--- config.mk ---
export PLATFORM = sky130hd
export DESIGN_NAME = c_reg_ld_arbiter
export DESIGN_NICKNAME = d
export VERILOG_FILES = /design/src/rtl/c_reg_ld_arbiter.sv
export SDC_FILE = /design/constraint.sdc
export NUM_CORES = 1
export LEC_CHECK = 0
export CORE_AREA = 2 2 86 72
export CTS_CLUSTER_DIAMETER = 30
export DETAILED_ROUTE_END_ITERATION = 7
export DIE_AREA = 0 0 88 74
export PLACE_DENSITY = 0.83
export SLEW_MARGIN = 25
export SYNTH_ARGS = -nofsm -noshare
export SYNTH_HDL_FRONTEND = slang
export SYNTH_SLANG_ARGS = --single-unit
--- constraint.sdc ---
create_clock -name CLK -period 2.7 [get_ports CLK]
set_clock_uncertainty 0.1 [all_clocks]
set_input_delay 0.54 -clock CLK [delete_from_list [all_inputs] [get_ports CLK]]
set_output_delay 0.54 -clock CLK [all_outputs]
set_load 0.02 [all_outputs]
--- src/rtl/c_reg_ld_arbiter.sv ---
// Round-robin arbiter and SETUP/OPEN/HOLD load sequencer for one shared gated latch.
// Optional LD_Q readback check is enabled by defining C_REG_LD_ARB_READBACK_EN.
module c_reg_ld_arbiter #(
  parameter int C_WIDTH       = 16,
  parameter int C_NUM_REQ     = 4,
  parameter int C_GATE_CYCLES = 2,
  parameter int C_HAS_INIT    = 1
) (
  input  logic                         CLK,
  input  logic                         SCLR,
  input  logic [C_NUM_REQ-1:0]         REQ,
  input  logic [C_NUM_REQ-1:0]         REQ_INIT,
  input  logic [C_NUM_REQ*C_WIDTH-1:0] REQ_D,
  output logic [C_NUM_REQ-1:0]         ACK,
  output logic [C_NUM_REQ-1:0]         GNT,
  output logic                         BUSY,
  output logic [C_WIDTH-1:0]           LD_D,
  output logic                         LD_G,
  output logic                         LD_GE,
  output logic                         LD_SINIT,
  input  logic [C_WIDTH-1:0]           LD_Q,
  output logic                         ERR
);

  localparam int   PW       = (C_NUM_REQ > 2) ? $clog2(C_NUM_REQ) : 1;
  localparam logic HAS_INIT = (C_HAS_INIT != 0);

  typedef enum logic [2:0] {IDLE, SETUP, OPEN, HOLD, DONE} state_t;

  state_t               state_q, state_d;
  logic [PW-1:0]        ptr_q;
  logic [PW-1:0]        gnt_idx_q;
  logic [PW-1:0]        win_idx;
  logic [PW-1:0]        scan_idx;
  logic                 win_found;
  logic [3:0]           cnt_q;
  logic                 init_q;
  logic [C_WIDTH-1:0]   ld_d_q;
  logic [C_NUM_REQ-1:0] gnt_q;
  logic                 in_seq;

  // First requester at or after the pointer wins; X on REQ falls through as 0.
  always_comb begin
    win_found = 1'b0;
    win_idx   = '0;
    scan_idx  = '0;
    for (int i = 0; i < C_NUM_REQ; i++) begin
      scan_idx = PW'((int'(ptr_q) + i) % C_NUM_REQ);
      if (!win_found && REQ[scan_idx]) begin
        win_found = 1'b1;
        win_idx   = scan_idx;
      end
    end
  end

  always_comb begin
    state_d = state_q;
    case (state_q)
      IDLE:    if (win_found) state_d = SETUP;
      SETUP:   state_d = OPEN;
      OPEN:    if (cnt_q == 4'(C_GATE_CYCLES - 1)) state_d = HOLD;
      HOLD:    state_d = DONE;
      DONE:    state_d = IDLE;
      default: state_d = IDLE;
    endcase
  end

  always_ff @(posedge CLK) begin
    if (SCLR) begin
      state_q   <= IDLE;
      ptr_q     <= '0;
      gnt_idx_q <= '0;
      gnt_q     <= '0;
      cnt_q     <= '0;
      init_q    <= 1'b0;
      ld_d_q    <= '0;
    end else begin
      state_q <= state_d;
      case (state_q)
        IDLE: begin
          if (win_found) begin
            gnt_q     <= C_NUM_REQ'(1) << win_idx;
            gnt_idx_q <= win_idx;
            init_q    <= REQ_INIT[win_idx] & HAS_INIT;
            // Init loads present zero so the latch's own init value wins.
            ld_d_q    <= (REQ_INIT[win_idx] & HAS_INIT) ? '0
                                                        : REQ_D[win_idx*C_WIDTH +: C_WIDTH];
          end
        end
        SETUP:   cnt_q <= '0;
        OPEN:    cnt_q <= cnt_q + 4'd1;
        DONE: begin
          gnt_q <= '0;
          ptr_q <= (gnt_idx_q == PW'(C_NUM_REQ - 1)) ? '0 : gnt_idx_q + PW'(1);
        end
        default: ;
      endcase
    end
  end

  assign in_seq   = (state_q == SETUP) || (state_q == OPEN) || (state_q == HOLD);
  assign BUSY     = (state_q != IDLE);
  assign GNT      = in_seq ? gnt_q : '0;
  assign ACK      = (state_q == DONE) ? gnt_q : '0;
  assign LD_D     = ld_d_q;
  assign LD_G     = (state_q == OPEN);
  assign LD_GE    = in_seq;
  assign LD_SINIT = in_seq & init_q;

`ifdef C_REG_LD_ARB_READBACK_EN
  assign ERR = (state_q == DONE) && (LD_Q != ld_d_q);
`else
  logic unused_ld_q;
  assign unused_ld_q = ^LD_Q;
  assign ERR = 1'b0;
`endif

endmodule

# [Word level (Yosys, flattened, before mapping)]
# Cells that the tools add are included.
[word_totals] ff_bits=32 in_bits=90 output_inout_bits=29
[op_classes] add_sub_neg=5 order_cmp=5 eq_ne=8 n_shift=2 mux=28 bitwise_logic=1 reduce_logical=15
[ops] cell="64-bit by 7-bit variable part select with 16-bit output" n=1
[ops] cell="16-bit 2-to-1 mux" n=1
[ops] cell="4-bit case mux with 2 select lines" n=2
[ops] cell="2-bit by 3-bit < comparator with 1-bit output, second input constant" n=5
[ops] cell="4-bit 2-to-1 mux" n=3
[ops] cell="3-bit case mux with 4 select lines" n=1
[ops] cell="1-bit binary-select mux with 2-bit select" n=5
[ops] cell="2-bit 2-to-1 mux" n=5
[ops] cell="1-bit 2-to-1 mux" n=9
[ops] cell="3-bit by 2-bit equality test with 1-bit output, second input constant" n=2
[ops] cell="3-bit 2-to-1 mux" n=2
[ops] cell="2-bit AND reduction" n=3
[ops] cell="2-bit by 1-bit adder with 2-bit output, second input constant" n=2
[ops] cell="2-bit adder, second input constant" n=2
[ops] cell="4-bit by 1-bit adder with 4-bit output, second input constant" n=1
[ops] cell="4-bit by 1-bit equality test with 1-bit output, second input constant" n=1
[ops] cell="2-bit nonzero test" n=2
[ops] cell="1-bit by 2-bit left shift with 4-bit output, first input constant" n=1
[ops] cell="3-bit by 1-bit equality test with 1-bit output, second input constant" n=1
[ops] cell="3-bit equality test, second input constant" n=1
[ops] cell="1-bit logical AND" n=3
[ops] cell="1-bit logical NOT" n=3
[ops] cell="3-bit logical NOT" n=1
[ops] cell="3-bit nonzero test" n=1
[ops] cell="5 further kinds" n=6

# [Depth between registers and ports, before layout]
[logic_depth] depth_word=15 mapped_depth=9 ltp_nobuf=6

# [Worst setup path before layout]
# OpenSTA, ideal clock, no wires.
[synth_timing] kind="input port to flip-flop" start="input REQ[0]" end="register ld_d_q[10] (netlist: LD_D[10])" setup_time_ps=142 t_arrival_ps=2163 path_slack_ps=296 stages=8 path_buffers=2 path_cell_list="nand2_1 -> o22a_1 -> clkbuf_1 -> nand2_1 -> clkbuf_1 -> mux2_2 -> o221ai_2 -> a21oi_2"
[synth_via] elab_chain_cells=15
[synth_rtl] element="start: declaration" line="11" source="input logic [C_NUM_REQ-1:0] REQ,"
[synth_rtl] element="parallel branches: the longest is 15 deep, another holds 1-bit binary-select mux with 2-bit select"
[synth_rtl] element="end signal: assignment" line="86" source="ld_d_q <= (REQ_INIT[win_idx] & HAS_INIT) ? '0"
[synth_rtl] element="end: declaration" line="38" source="logic [C_WIDTH-1:0] ld_d_q;"
# Several ways; the timed one is not identified. The select of a mux whose other input is x is not followed.
# A chain may end at the register's enable or synchronous reset.

# [Final worst setup path]
[layout_timing] start="register state_q[0]" end="output GNT[3]"
[layout_via] elab_chain_cells=4
[layout_rtl] element="start: declaration" line="30" source="state_t state_q, state_d;"
[layout_rtl] element="start signal: assignment" line="78" source="state_q <= state_d;"
[layout_rtl] element="3-bit by 1-bit equality test with 1-bit output / 3-bit by 2-bit equality test with 1-bit output (equally long branches)" line="101" source="assign in_seq = (state_q == SETUP) || (state_q == OPEN) || (state_q == HOLD);"
[layout_rtl] element="1-bit logical OR" line="101"
[layout_rtl] element="1-bit logical OR (*)" line="101"
[layout_rtl] element="4-bit 2-to-1 mux (*)" line="103" source="assign GNT = in_seq ? gnt_q : '0;"
[layout_rtl] element="end: declaration" line="15" source="output logic [C_NUM_REQ-1:0] GNT,"
# Every way passes the cells marked *; elsewhere a longest branch is shown, timed or not.

==> impl_metrics.py <==
metrics = {
    "outcome": {
        "status": "finished, final reports clean",
    },
    "synth": {
        "synth_seq_area_share_pct": 29.98,
        "yosysWarnings": 0,
        "syn-mean-instance-area_sq_um": 8.095,
        "synth_cell_types": 40,
        "synthFlopType": "dfxtp_1",
        "syn_nets": 357,
        "async_reset_ff_share_pct": 0,
        "netlist_area_sq_mm": 0.002137,
        "netlist_instances": 264,
        "synth_edf_count": 0,
        "ys_seq_elements": 32,
    },
    "global_routing": {
        "antenna_found_initial": 0,
        "grt_pass1_wl_um": 10480,
        "grt_max_degree": 33,
        "gr-usage-all-layers_pct": 20.55,
        "grt_pass1_vias": 2290,
        "overflow": 0,
    },
    "timing": {
        "finalSetupTns_ps": 0,
        "max_freq_mhz": 397.4,
        "maxSlewViolCount": 0,
        "min_period_ps": 2516,
        "finalHoldViolCount": 0,
        "rsz0062_at_grt": "false",
        "period_share_pct": 93.20,
        "hold_ws_ps": 357.5,
        "setup_viol": 0,
    },
    "floorplanning": {
        "start_util_pct": 37.75,
        "die_w_um": 88,
        "dieArea_sq_mm": 0.006512,
        "die_h_um": 74,
        "std_cell_rows": 25,
        "ios": 119,
        "coreArea_sq_mm": 0.005662,
    },
    "placement": {
        "dp_hpwl_um": 5020,
        "dpl_cell_area_sq_mm": 0.003316,
        "portBuffers": 101,
        "gp_congestion": 0.7808,
    },
    "critical_path": {
        "slowest_stage": "clkdlybuf4s50_1",
        "end_kind": "primary output",
        "arrival_ps": 1880,
        "cp_common_cell": "nor2_1",
        "cpLargestDelayFamily": "simple AND/OR/NAND/NOR gates",
        "critPathRequiredTime_ps": 2060,
        "crit_chain": "nor2_1 > nor2_1 > and2_1 > clkdlybuf4s50_1",
        "path_max_fanout": 8,
        "reg2reg_depth": 7,
        "crit_cells": 4,
        "worst-setup-path-type": "reg2out",
        "critPathBufInv": 1,
        "slowest_delay_ps": 530,
        "start_kind": "flip-flop",
    },
    "pwr": {
        "p_leak_nw": 1.219,
        "vdd_drop_max_v": 0.0002720,
        "p_per_area_mw_per_mm2": 537.6,
    },
    "clock_network": {
        "cts-buffers-inserted": 5,
        "ctsHoldBuffers": 0,
        "cts_tree": "yes",
        "clk_path_buf_depth": 2,
        "post_cts_buffers": 0,
        "clock-sinks": 32,
        "cts-root-buf": "clkbuf_8",
        "ctsResizeCount": 0,
        "htree_levels": 2,
        "clk_latency_ps": 280,
        "cts.clk_slew.worst_paths_ps": 70,
    },
    "min_path": {
        "hold_class": "reg2reg",
        "min_path_cells": 2,
    },
    "cells_and_area": {
        "most-common-layout-cells": "clkdlybuf4s50_1, nand3_1, dfxtp_1, nand2_1, o21ai_0",
        "layout_commonest_cell": "clkdlybuf4s50_1",
        "drive_gt1_share_pct": 17.66,
        "nFillCells": 520,
        "area_growth_pct": 60.19,
        "stdcell_area_sq_mm": 0.003423,
        "final_nets": 460,
        "diodes": 0,
    },
    "route": {
        "route.detailed.drc": 0,
        "dr.pass1.iters": 5,
        "wl_per_cell_um": 14.29,
        "via_count": 2367,
        "drtAntennaViolNets": 0,
        "drt_iter0_drc": 105,
        "via_per_inst": 5.272,
        "totalWireLength_um": 6416,
    },
    "job": {
        "drv_cap": 0,
    },
}
==> layer usage <==
layer	track usage, %	part of all wire, %	routed length, um
met5	0	0	0
met4	6.838	1.7	106
met3	5.549	7.2	463
met2	35.69	49	3175
met1	24.80	42	2672
==> flip-flops by register name, summed over array words and instances (netlist names) <==
signal	cells
LD_D	16
cnt_q	4
gnt_q	4
state_q	3
gnt_idx_q	2
ptr_q	2
init_q	1
==> logic make-up (layout without fill, tap and decap cells) <==
group | after synthesis | count (layout) | share of synthesized area, %
multiplexers | 18 | 18 | 9.426
flip-flops | 32 | 32 | 29.98
AND/OR/NAND/NOR | 103 | 103 | 23.42
XOR/XNOR | 1 | 1 | 0.4099
AO/OA/AOI/OAI | 80 | 80 | 29.27
other | 1 | 1 | 0.1755
buffers and inverters | 26 | 130 | 5.562
adder cells (fa/ha/maj) | 3 | 3 | 1.757
==> report_power, final <==
group	switching, mW	total (mW)	leakage [nW]	internal, mW
combinational	0.413	0.815	0.902	0.402
clock	0.179	0.453	0.0552	0.274
sequential	0.0402	0.573	0.261	0.533
total	0.632	1.84	1.22	1.21
==> layout make-up <==
| cell class | instances | area [sq um] | share of cell area (%) |
|---|---|---|---|
| multi-input cells | 206 | 1391 | 40.64 |
| repair buffers | 119 | 1171 | 34.21 |
| flip-flops and latches | 32 | 640.6 | 18.71 |
| well taps | 81 | 101.3 | 2.961 |
| clock buffers | 6 | 72.57 | 2.120 |
| clock inverters | 2 | 35.03 | 1.023 |
| inverters | 3 | 11.26 | 0.3289 |
==> tightest hold or removal path: cells and delay by family, from the launching register on <==
kind | cells | cell delay, ps
and+or+nand+nor | 1 | 50
AOI/OAI and AO/OA | 1 | 50
DFF | 1 | 310
==> worst paths after layout <==
path             end  startpoint  slack, ps
max           GNT[3]  state_q[0]        180
min          LD_D[2]     LD_D[2]        360
max reg2reg  LD_D[0]  state_q[0]        430
min reg2reg  LD_D[2]     LD_D[2]        360
==> cell usage after synthesis (2+ instances only) <==
cell type | count | share of area (%)
nand3_1 | 33 | 7.7
dfxtp_1 | 32 | 30
nand2_1 | 26 | 4.6
o21ai_0 | 21 | 4.9
nor2_1 | 19 | 3.3
a21oi_1 | 18 | 4.2
mux2_2 | 17 | 9.0
clkbuf_1 | 16 | 2.8
a21oi_2 | 10 | 4.1
o221ai_2 | 10 | 7.0
and2_1 | 7 | 2.0
o221ai_1 | 6 | 2.5
a32oi_1 | 4 | 1.6
and3_1 | 4 | 1.2
a21o_1 | 3 | 1.1
ha_1 | 3 | 1.8
inv_1 | 3 | 0.53
nor3_1 | 3 | 0.70
buf_1 | 2 | 0.35
buf_2 | 2 | 0.47
buf_6 | 2 | 1.1
nand2b_1 | 2 | 0.59
nor4_1 | 2 | 0.59
o22a_1 | 2 | 0.82
o22ai_1 | 2 | 0.59
==> per-stage QoR <==
stage | power [mW] | utilization (%) | instances | worst slack [ps]
finish | 1.840 | 60.46 | 449 | 183.5
global route | 1.946 | 60.46 | 449 | 7.320
CTS | 1.850 | 60.46 | 449 | 188.7
detailed placement | 1.397 | 58.56 | 441 | -61.78
global placement | 1.375 | 58.56 | 441 | 37.30
floorplan | 1.053 | - | 264 | 295.7
Note: power is estimated with default switching activity, not from simulation.
